===== src/rtl/brush_writer.sv =====
// rtl/brush_writer.sv - expands brush/clear commands into clipped row-major pixel writes
// Optional macro BRUSH_BLANK_GATE_EN: issue writes only while blank=1, stalling the sweep otherwise.
module brush_writer #(
   parameter int         WIDTH    = 640,
   parameter int         HEIGHT   = 480,
   parameter logic [2:0] BG_COLOR = 3'b000
) (
   input  logic       clk,
   input  logic       reset_n,
   input  logic       brush,
   input  logic       clear,
   input  logic [9:0] cx,
   input  logic [9:0] cy,
   input  logic [1:0] radius,
   input  logic [2:0] newColor,
   input  logic       blank,
   output logic       ready,
   output logic       we,
   output logic [9:0] wx,
   output logic [9:0] wy,
   output logic [2:0] wColor,
   output logic       done
);

   typedef enum logic [1:0] {IDLE, PAINT, CLEAR} state_t;

   localparam logic [9:0]        X_MAX   = 10'(WIDTH - 1);
   localparam logic [9:0]        Y_MAX   = 10'(HEIGHT - 1);
   localparam logic signed [10:0] X_MAX_S = 11'(WIDTH - 1);
   localparam logic signed [10:0] Y_MAX_S = 11'(HEIGHT - 1);

   state_t     state, state_n;
   logic       fin, fin_n;
   logic [9:0] px, py, px_n, py_n;
   logic [9:0] xs_q, xe_q, ye_q, xs_n, xe_n, ye_n;
   logic [2:0] col_q, col_n;
   logic       we_n, done_n, ready_n;
   logic [9:0] wx_n, wy_n;
   logic [2:0] wc_n;

   logic              go, gate_ok, off_canvas;
   logic [9:0]        cur_x, cur_y;
   logic signed [10:0] lo_x, hi_x, lo_y, hi_y;
   logic [9:0]        bx_s, bx_e, by_s, by_e;

`ifdef BRUSH_BLANK_GATE_EN
   assign gate_ok = blank;
`else
   logic unused_blank;
   assign unused_blank = blank;
   assign gate_ok      = 1'b1;
`endif

   // Clip the brush square against the canvas in signed arithmetic so cx-r can go negative.
   assign lo_x = $signed({1'b0, cx}) - $signed({9'd0, radius});
   assign hi_x = $signed({1'b0, cx}) + $signed({9'd0, radius});
   assign lo_y = $signed({1'b0, cy}) - $signed({9'd0, radius});
   assign hi_y = $signed({1'b0, cy}) + $signed({9'd0, radius});
   assign bx_s = (lo_x < 11'sd0) ? 10'd0 : lo_x[9:0];
   assign by_s = (lo_y < 11'sd0) ? 10'd0 : lo_y[9:0];
   assign bx_e = (hi_x > X_MAX_S) ? X_MAX : hi_x[9:0];
   assign by_e = (hi_y > Y_MAX_S) ? Y_MAX : hi_y[9:0];
   assign off_canvas = (32'(cx) >= WIDTH) || (32'(cy) >= HEIGHT);

   always_comb begin
      state_n = state;
      fin_n   = fin;
      px_n    = px;
      py_n    = py;
      xs_n    = xs_q;
      xe_n    = xe_q;
      ye_n    = ye_q;
      col_n   = col_q;
      we_n    = 1'b0;
      wx_n    = wx;
      wy_n    = wy;
      wc_n    = wColor;
      done_n  = 1'b0;
      go      = 1'b0;
      cur_x   = px;
      cur_y   = py;
      case (state)
         IDLE: begin
            if (clear) begin
               state_n = CLEAR;
               xs_n    = 10'd0;
               xe_n    = X_MAX;
               ye_n    = Y_MAX;
               col_n   = BG_COLOR;
               fin_n   = 1'b0;
               cur_x   = 10'd0;
               cur_y   = 10'd0;
               go      = 1'b1;
            end else if (brush) begin
               if (off_canvas) begin
                  done_n = 1'b1;
               end else begin
                  state_n = PAINT;
                  xs_n    = bx_s;
                  xe_n    = bx_e;
                  ye_n    = by_e;
                  col_n   = newColor;
                  fin_n   = 1'b0;
                  cur_x   = bx_s;
                  cur_y   = by_s;
                  go      = 1'b1;
               end
            end
         end
         PAINT, CLEAR: begin
            if (fin) begin
               state_n = IDLE;
               fin_n   = 1'b0;
               done_n  = 1'b1;
            end else begin
               go = 1'b1;
            end
         end
         default: state_n = IDLE;
      endcase
      // The first pixel is emitted on the accepting edge, so accept and sweep share this path.
      if (go) begin
         if (gate_ok) begin
            we_n = 1'b1;
            wx_n = cur_x;
            wy_n = cur_y;
            wc_n = col_n;
            if (cur_x == xe_n) begin
               px_n  = xs_n;
               py_n  = cur_y + 10'd1;
               fin_n = (cur_y == ye_n);
            end else begin
               px_n = cur_x + 10'd1;
               py_n = cur_y;
            end
         end else begin
            px_n = cur_x;
            py_n = cur_y;
         end
      end
      ready_n = (state_n == IDLE);
   end

   always_ff @(posedge clk or negedge reset_n) begin
      if (!reset_n) begin
         state  <= IDLE;
         fin    <= 1'b0;
         px     <= 10'd0;
         py     <= 10'd0;
         xs_q   <= 10'd0;
         xe_q   <= 10'd0;
         ye_q   <= 10'd0;
         col_q  <= 3'd0;
         ready  <= 1'b1;
         we     <= 1'b0;
         wx     <= 10'd0;
         wy     <= 10'd0;
         wColor <= 3'd0;
         done   <= 1'b0;
      end else begin
         state  <= state_n;
         fin    <= fin_n;
         px     <= px_n;
         py     <= py_n;
         xs_q   <= xs_n;
         xe_q   <= xe_n;
         ye_q   <= ye_n;
         col_q  <= col_n;
         ready  <= ready_n;
         we     <= we_n;
         wx     <= wx_n;
         wy     <= wy_n;
         wColor <= wc_n;
         done   <= done_n;
      end
   end

endmodule


===== config.mk =====
export PLATFORM = sky130hd
export DESIGN_NAME = brush_writer
export DESIGN_NICKNAME = d
export VERILOG_FILES = /design/src/rtl/brush_writer.sv
export SDC_FILE = /design/constraint.sdc
export NUM_CORES = 1
export LEC_CHECK = 0
export CAP_MARGIN = 25
export CORE_MARGIN = 2
export CORE_UTILIZATION = 35
export CTS_CLUSTER_DIAMETER = 40
export DETAILED_ROUTE_END_ITERATION = 8
export PLACE_DENSITY_LB_ADDON = 0.12
export REMOVE_ABC_BUFFERS = 1
export SLEW_MARGIN = 25
export SYNTH_ARGS = -nofsm -noshare
export SYNTH_HDL_FRONTEND = slang
export SYNTH_SLANG_ARGS = --single-unit

===== constraint.sdc =====
create_clock -name clk -period 3.5 [get_ports clk]
set_input_delay 0.875 -clock clk [delete_from_list [all_inputs] [get_ports clk]]
set_output_delay 0.875 -clock clk [all_outputs]
set_load 0.01 [all_outputs]

; ---- Word level (Yosys, flattened, before mapping)
; Cells that the tools add are included.
[classes]
eq_ne = 4
reduce_logical = 4
magnitude_cmp = 6
muxes = 52
n_addsub = 6
[op_table]
columns = op, count
row1 = 2-to-1 mux 10 bit, 26
row2 = adder 10 x 2 -> 11 bit, 2
row3 = "less-than comparator 11 x 1 -> 1 bit, second input constant", 2
row4 = subtractor 10 x 2 -> 11 bit, 2
row5 = "adder 10 x 1 -> 10 bit, second input constant", 2
row6 = == test 10 bit, 2
row7 = 2-to-1 mux 1 bit, 14
row8 = 2-to-1 mux 3 bit, 4
row9 = "greater-than comparator 11 x 10 -> 1 bit, second input constant", 1
row10 = "greater-than comparator 11 bit, second input constant", 1
row11 = ">= comparator 10 bit, second input constant", 1
row12 = ">= comparator 10 x 9 -> 1 bit, second input constant", 1
row13 = 2-to-1 mux 2 bit, 4
row14 = one-hot mux 1 bit (2 select lines), 3
row15 = logical NOT 2 bit, 2
row16 = one-hot mux 2 bit (2 select lines), 1
row17 = "== test 2 x 1 -> 1 bit, second input constant", 1
row18 = "== test 2 bit, second input constant", 1
row19 = OR reduction 2 bit, 1
row20 = logical OR 1 bit, 1
[totals]
elab_cells = 86
regBits = 82
output_inout_bits = 26

; ---- Longest topological paths before layout
; Gate-level depths: netlist of run 1.
[depth]
ltp_word = 10
ltp_mapped = 17
ltp_nobuf = 16

; ---- Least setup slack after synthesis of run 1
; OpenSTA, ideal clock, no wires.
[synth_timing]
path_kind = input-to-reg
start = in cx[0]
end = reg py[2]
path_slack_ns = -0.604
cell_stages = 15
n_path_buf = 2
arrival_time_ns = 3.985
setup_ns = 0.120
cell_sequence = inv_1 -> ha_1 -> inv_1 -> fa_1 -> or3_1 -> clkbuf_1 -> or4b_2 -> a21oi_1 -> a21o_1 -> xnor2_1 -> nand3_2 -> nor4_4 -> buf_6 -> nand3_1 -> a31o_1
[synth_between]
elab_chain_cells = 9
word_cells_on_any_way = 27
classes_between = add/sub: 3 / order compare: 3 / eq/ne: 1 / mux: 19 / reduce/logical: 1
[synth_rtl]
columns = item, line
row1 = "start, declared", 12  ; input logic [9:0] cx,
row2 = subtractor 10 x 2 -> 11 bit or adder 10 x 2 -> 11 bit (tied branches), "55, 56"
row3 = less-than comparator 11 x 1 -> 1 bit or greater-than comparator 11 bit (tied branches), "59, 61"
row4 = "2-to-1 mux 10 bit, on equally long branches", "59, 61"
row5 = 2-to-1 mux 10 bit, 95  ; if (off_canvas) begin
row6 = 2-to-1 mux 10 bit, 94  ; end else if (brush) begin
row7 = 2-to-1 mux 10 bit, 84  ; if (clear) begin
row8 = 2-to-1 mux 10 bit, 82  ; case (state)
row9 = == test 10 bit, 128  ; if (cur_x == xe_n) begin
row10 = 2-to-1 mux 10 bit, 128
row11 = "end signal, assigned", 164  ; py <= py_n;
row12 = "end, declared", 34  ; logic [9:0] px, py, px_n, py_n;
; Parallel ways exist; a longest one is shown, timed or not.
; A chain may end at the register's enable or synchronous reset.

; ---- Final worst setup path of run 1
[layout_timing]
start = in cx[0]
end = reg px[4]
[layout_between]
elab_chain_cells = 9
word_cells_on_any_way = 27
classes_between = add/sub: 3 / order compare: 3 / eq/ne: 1 / mux: 19 / reduce/logical: 1
[layout_rtl]
columns = item, line
row1 = subtractor 10 x 2 -> 11 bit, 55  ; assign lo_x = $signed({1'b0, cx}) - $signed({9'd0, radius});
row2 = less-than comparator 11 x 1 -> 1 bit, 59  ; assign bx_s = (lo_x < 11'sd0) ? 10'd0 : lo_x[9:0];
row3 = 2-to-1 mux 10 bit, 59
row4 = 2-to-1 mux 10 bit *, 95
row5 = 2-to-1 mux 10 bit *, 94
row6 = 2-to-1 mux 10 bit *, 84
row7 = 2-to-1 mux 10 bit *, 82
row8 = named net cur_x[0], 42  ; logic [9:0] cur_x, cur_y;
row9 = adder 10 x 1 -> 10 bit or == test 10 bit (tied branches), "133, 128"
row10 = 2-to-1 mux 10 bit *, 128
row11 = "end signal, assigned", 163  ; px <= px_n;
row12 = "end, declared", 34
; Mark *: on every way through the listed nets, which the timed path passes. The rest lies on a longest branch.

==> metrics.txt, run 1 <==
status=finished, violations left; failing checks=negative setup slack; Hold Violations, Final=0; non-filler cells, final=955; Sink Count=82; TritonCTS clock tree=done; post-cts hold buffer count=0; FFs w/ async S/R, synth=100.0%; Leak=3.520 nW; Synth Area per Inst=9.272 µm²; diode count=0; critical path's most frequent cell=buf_6; Slew HR=45.35%; Reg clk slew, reported paths=0.06 ns; slowest CP cell=or3_4; clock power share=21.0%; setup violators final=21; global-route usage over all layers=21.79%; Fmax=0.2663 GHz; core outline area=14530 µm²; width of the die=126.1 µm; post-synth top area share=38.83%; ys flop type=dfrtp_1; Final ANT Viol Nets=0; hold path depth=1; Wirelength per Cell=17.79 µm; GP Congestion=0.8614; CTS H-tree depth=3; CP Data Arrival Time=4.04 ns; hold slack=0.4741 ns; Via-to-Cell Ratio=5.223; DRT Wirelength=16990 µm; I/O pin count=56; WP data required=3.79 ns; CTS Buffer Depth=2; Vias=4988; synth cell count leaders=nand2_1, dfrtp_1, nor2_1; later-pin clock latency in the skew report=0.35 ns; Max Cap Viol=0; DRC=0; Seq/Total Area, Yosys=39.33%; Worst-Margin Slew=0.8197 ns; Setup CP Type=primary input to flip-flop; total die area=15910 µm²; Cells after DPL=906; largest cells by area after synthesis=dfrtp_1, nand2_1, xnor2_1; FP Rows=44; count leader, synth=nand2_1; Sequential Power Share=27.4%; Worst Setup Start Kind=primary input; Net Sw Frac=37.82%; nets=812; Hold Crit Class=flip-flop to flip-flop; 1st-iter DRT viols=432; clock root buffer=clkbuf_16; internal power=3.140 mW; Ys Warns=0; Design Power=5.050 mW; Die H=126.1 µm; Final period util=107.3%; r2r worst-path depth=16; starting density of the core=35.92%; cell taking the most area after synthesis=dfrtp_1; Synth Register Bits=82; Remaining Overflow, GRT=0; Layout area overhead=52.09%; share of cells above drive strength 1=35.67%; hpwl dp=11710 µm; RSZ-0062 raised after global routing=yes; setup ws final=-0.2553 ns; number of global-route vias before repair=5039; global-route wire length before repair=27140 µm; CTS Buf Count=9; clk_skew=0.009558 ns; Synth Cell Area=5220 µm²; power per cell area=636.1 nW/µm²; Mapped Cells=563; max incr delay on CP=0.34 ns; Max Transition Viols Final=0; worst-case vdd ir drop=310.2 µV; Psw=1.910 mW; initial antenna violation count=0; CP endpoint kind=flip-flop; setup_tns=-3.866 ns; DR pass1 iterations=5; worst path cell trace=buf_8 > inv_4 > ha_4 > inv_2 > fa_2 > or3_4 > buf_6 > nor2_4 > a21o_4 > nor2_4 > a21oi_2 > clkinv_2 > xor2_1 > nand4_1 > buf_4 > nor4_4 > buf_4 > buf_6 > buf_12 > buf_6 > or3_4 > nand3_2; crit path max fanout=6; Combinational Power Share=51.7%; Port Buffers=54; EDFF count, synth=0; min cycle time layout=3.755 ns; Netlist cell types=83; largest net degree at the start of global routing=83
-- final timing paths --
path | start | endpoint | slack [ns]
min in group asynchronous | reset_n | wx[3]$_DFFE_PN0P_ | 0.57
min reg2reg | xs_q[3]$_DFF_PN0_ | xs_q[3]$_DFF_PN0_ | 0.47
max in group asynchronous | reset_n | xe_q[6]$_DFF_PN0_ | 2.34
max | cx[0] | px[4]$_DFFE_PN0P_ | -0.26
max reg2reg | state[1]$_DFF_PN0_ | py[4]$_DFFE_PN0P_ | 0.11
min | xs_q[3]$_DFF_PN0_ | xs_q[3]$_DFF_PN0_ | 0.47
-- cells in the final DEF (no fill, tap or decap), drive strengths merged, types with 3 or more instances in the layout --
master / n
nand2b: 6
a31o: 3
o31ai: 7
nor4b: 4
dlygate4sd2: 5
clkinv: 3
nand4: 6
a21oi: 25
buf: 179
or3: 7
nand3: 21
nor2: 32
nand2: 86
a22o: 4
o21a: 6
nor3: 9
clkdlybuf4s50: 43
clkbuf: 14
fa: 4
a2bb2oi: 4
ha: 12
or4b: 3
and4: 6
xor2: 20
nor4: 7
inv: 18
dfrtp: 81
o32a: 6
a21o: 12
a31oi: 5
and2: 5
o2111ai: 3
and3: 6
o2bb2ai: 10
mux2i: 9
o21ai: 30
xnor2: 29
nor2b: 5
-- power groups by stage --
stage	Combinational, mW	Sequential (mW)	Clock [mW]
after detailed placement	2.39	1.39	0
after global placement	2.38	1.38	0
after CTS	2.55	1.38	1.09
final	2.61	1.38	1.06
after global routing	2.86	1.41	1.12
after floorplan	1.13	1.42	0
-- layer usage --
layer  up-vias  global-route usage, %  share of wire, %
met5         -                      0                 0
met2       101                  33.21                46
met3        22                  4.036               4.0
li1       2415                      -                 -
met4         0                  7.628               2.0
met1      2450                  31.14                48
-- stage by stage --
step	util [%]	setup slack (ns)	instance area, µm²
2_1_floorplan	-	-2.133	5025
5_1_grt	54.62	-0.3905	7939
4_1_cts	53.81	-0.2685	7821
6_report	54.62	-0.2553	7939
3_3_place_gp	47.67	-1.032	6928
3_5_place_dp	47.69	-1.097	6932
-- what timing repair did --
item / CTS / global route
gates cloned: 3 / 0
setup endpoints to repair: 22 / 22
buffers inserted: 28 / 6
gates resized for setup: 73 / 31
pin swaps: 35 / 23
-- kinds of logic after synthesis --
family	share of synthesized area [%]
buffers and inverters	5.129
AO/OA/AOI/OAI	19.73
adder cells (fa/ha/maj)	4.410
AND/OR/NAND/NOR	20.88
flip-flops	39.33
XOR/XNOR	8.365
multiplexers	2.157
-- worst max-delay path: cells and delay by family --
kind,cells,cell delay (ns)
compound gates,2,0.35
simple gates,7,1.11
buf+inv,10,1.08
xor+xnor,1,0.17
fa+ha+maj,2,0.45
-- flip-flops by register name, summed over array words and instances (netlist names), 2 cells and up --
signal  count
px         10
py         10
wx         10
wy         10
xe_q       10
xs_q       10
ye_q       10
col_q       3
wColor      3
state       2
-- area by class of cell --
cell class	count	area (µm²)
Multi-Input combinational cell	424	3276
Timing Repair Buffer	230	1984
Inverter	19	75.07
Tap cell	184	230.2
Clock buffer	12	246.5
Fill cell	1338	6595
Sequential cell	82	2053
Clock inverter	4	73.82
Power figures use the tool's default switching activity.
==> run 2, diff against run 1 <==
--- a/config.mk
+++ b/config.mk
@@ -10,6 +10,7 @@
 export CORE_UTILIZATION = 35
 export CTS_CLUSTER_DIAMETER = 40
 export DETAILED_ROUTE_END_ITERATION = 8
+export GPL_TIMING_DRIVEN = 1
 export PLACE_DENSITY_LB_ADDON = 0.12
 export REMOVE_ABC_BUFFERS = 1
 export SLEW_MARGIN = 25
==> results of run 2 <==
The final DEF is identical to that of run 1; final timing and power are the same.
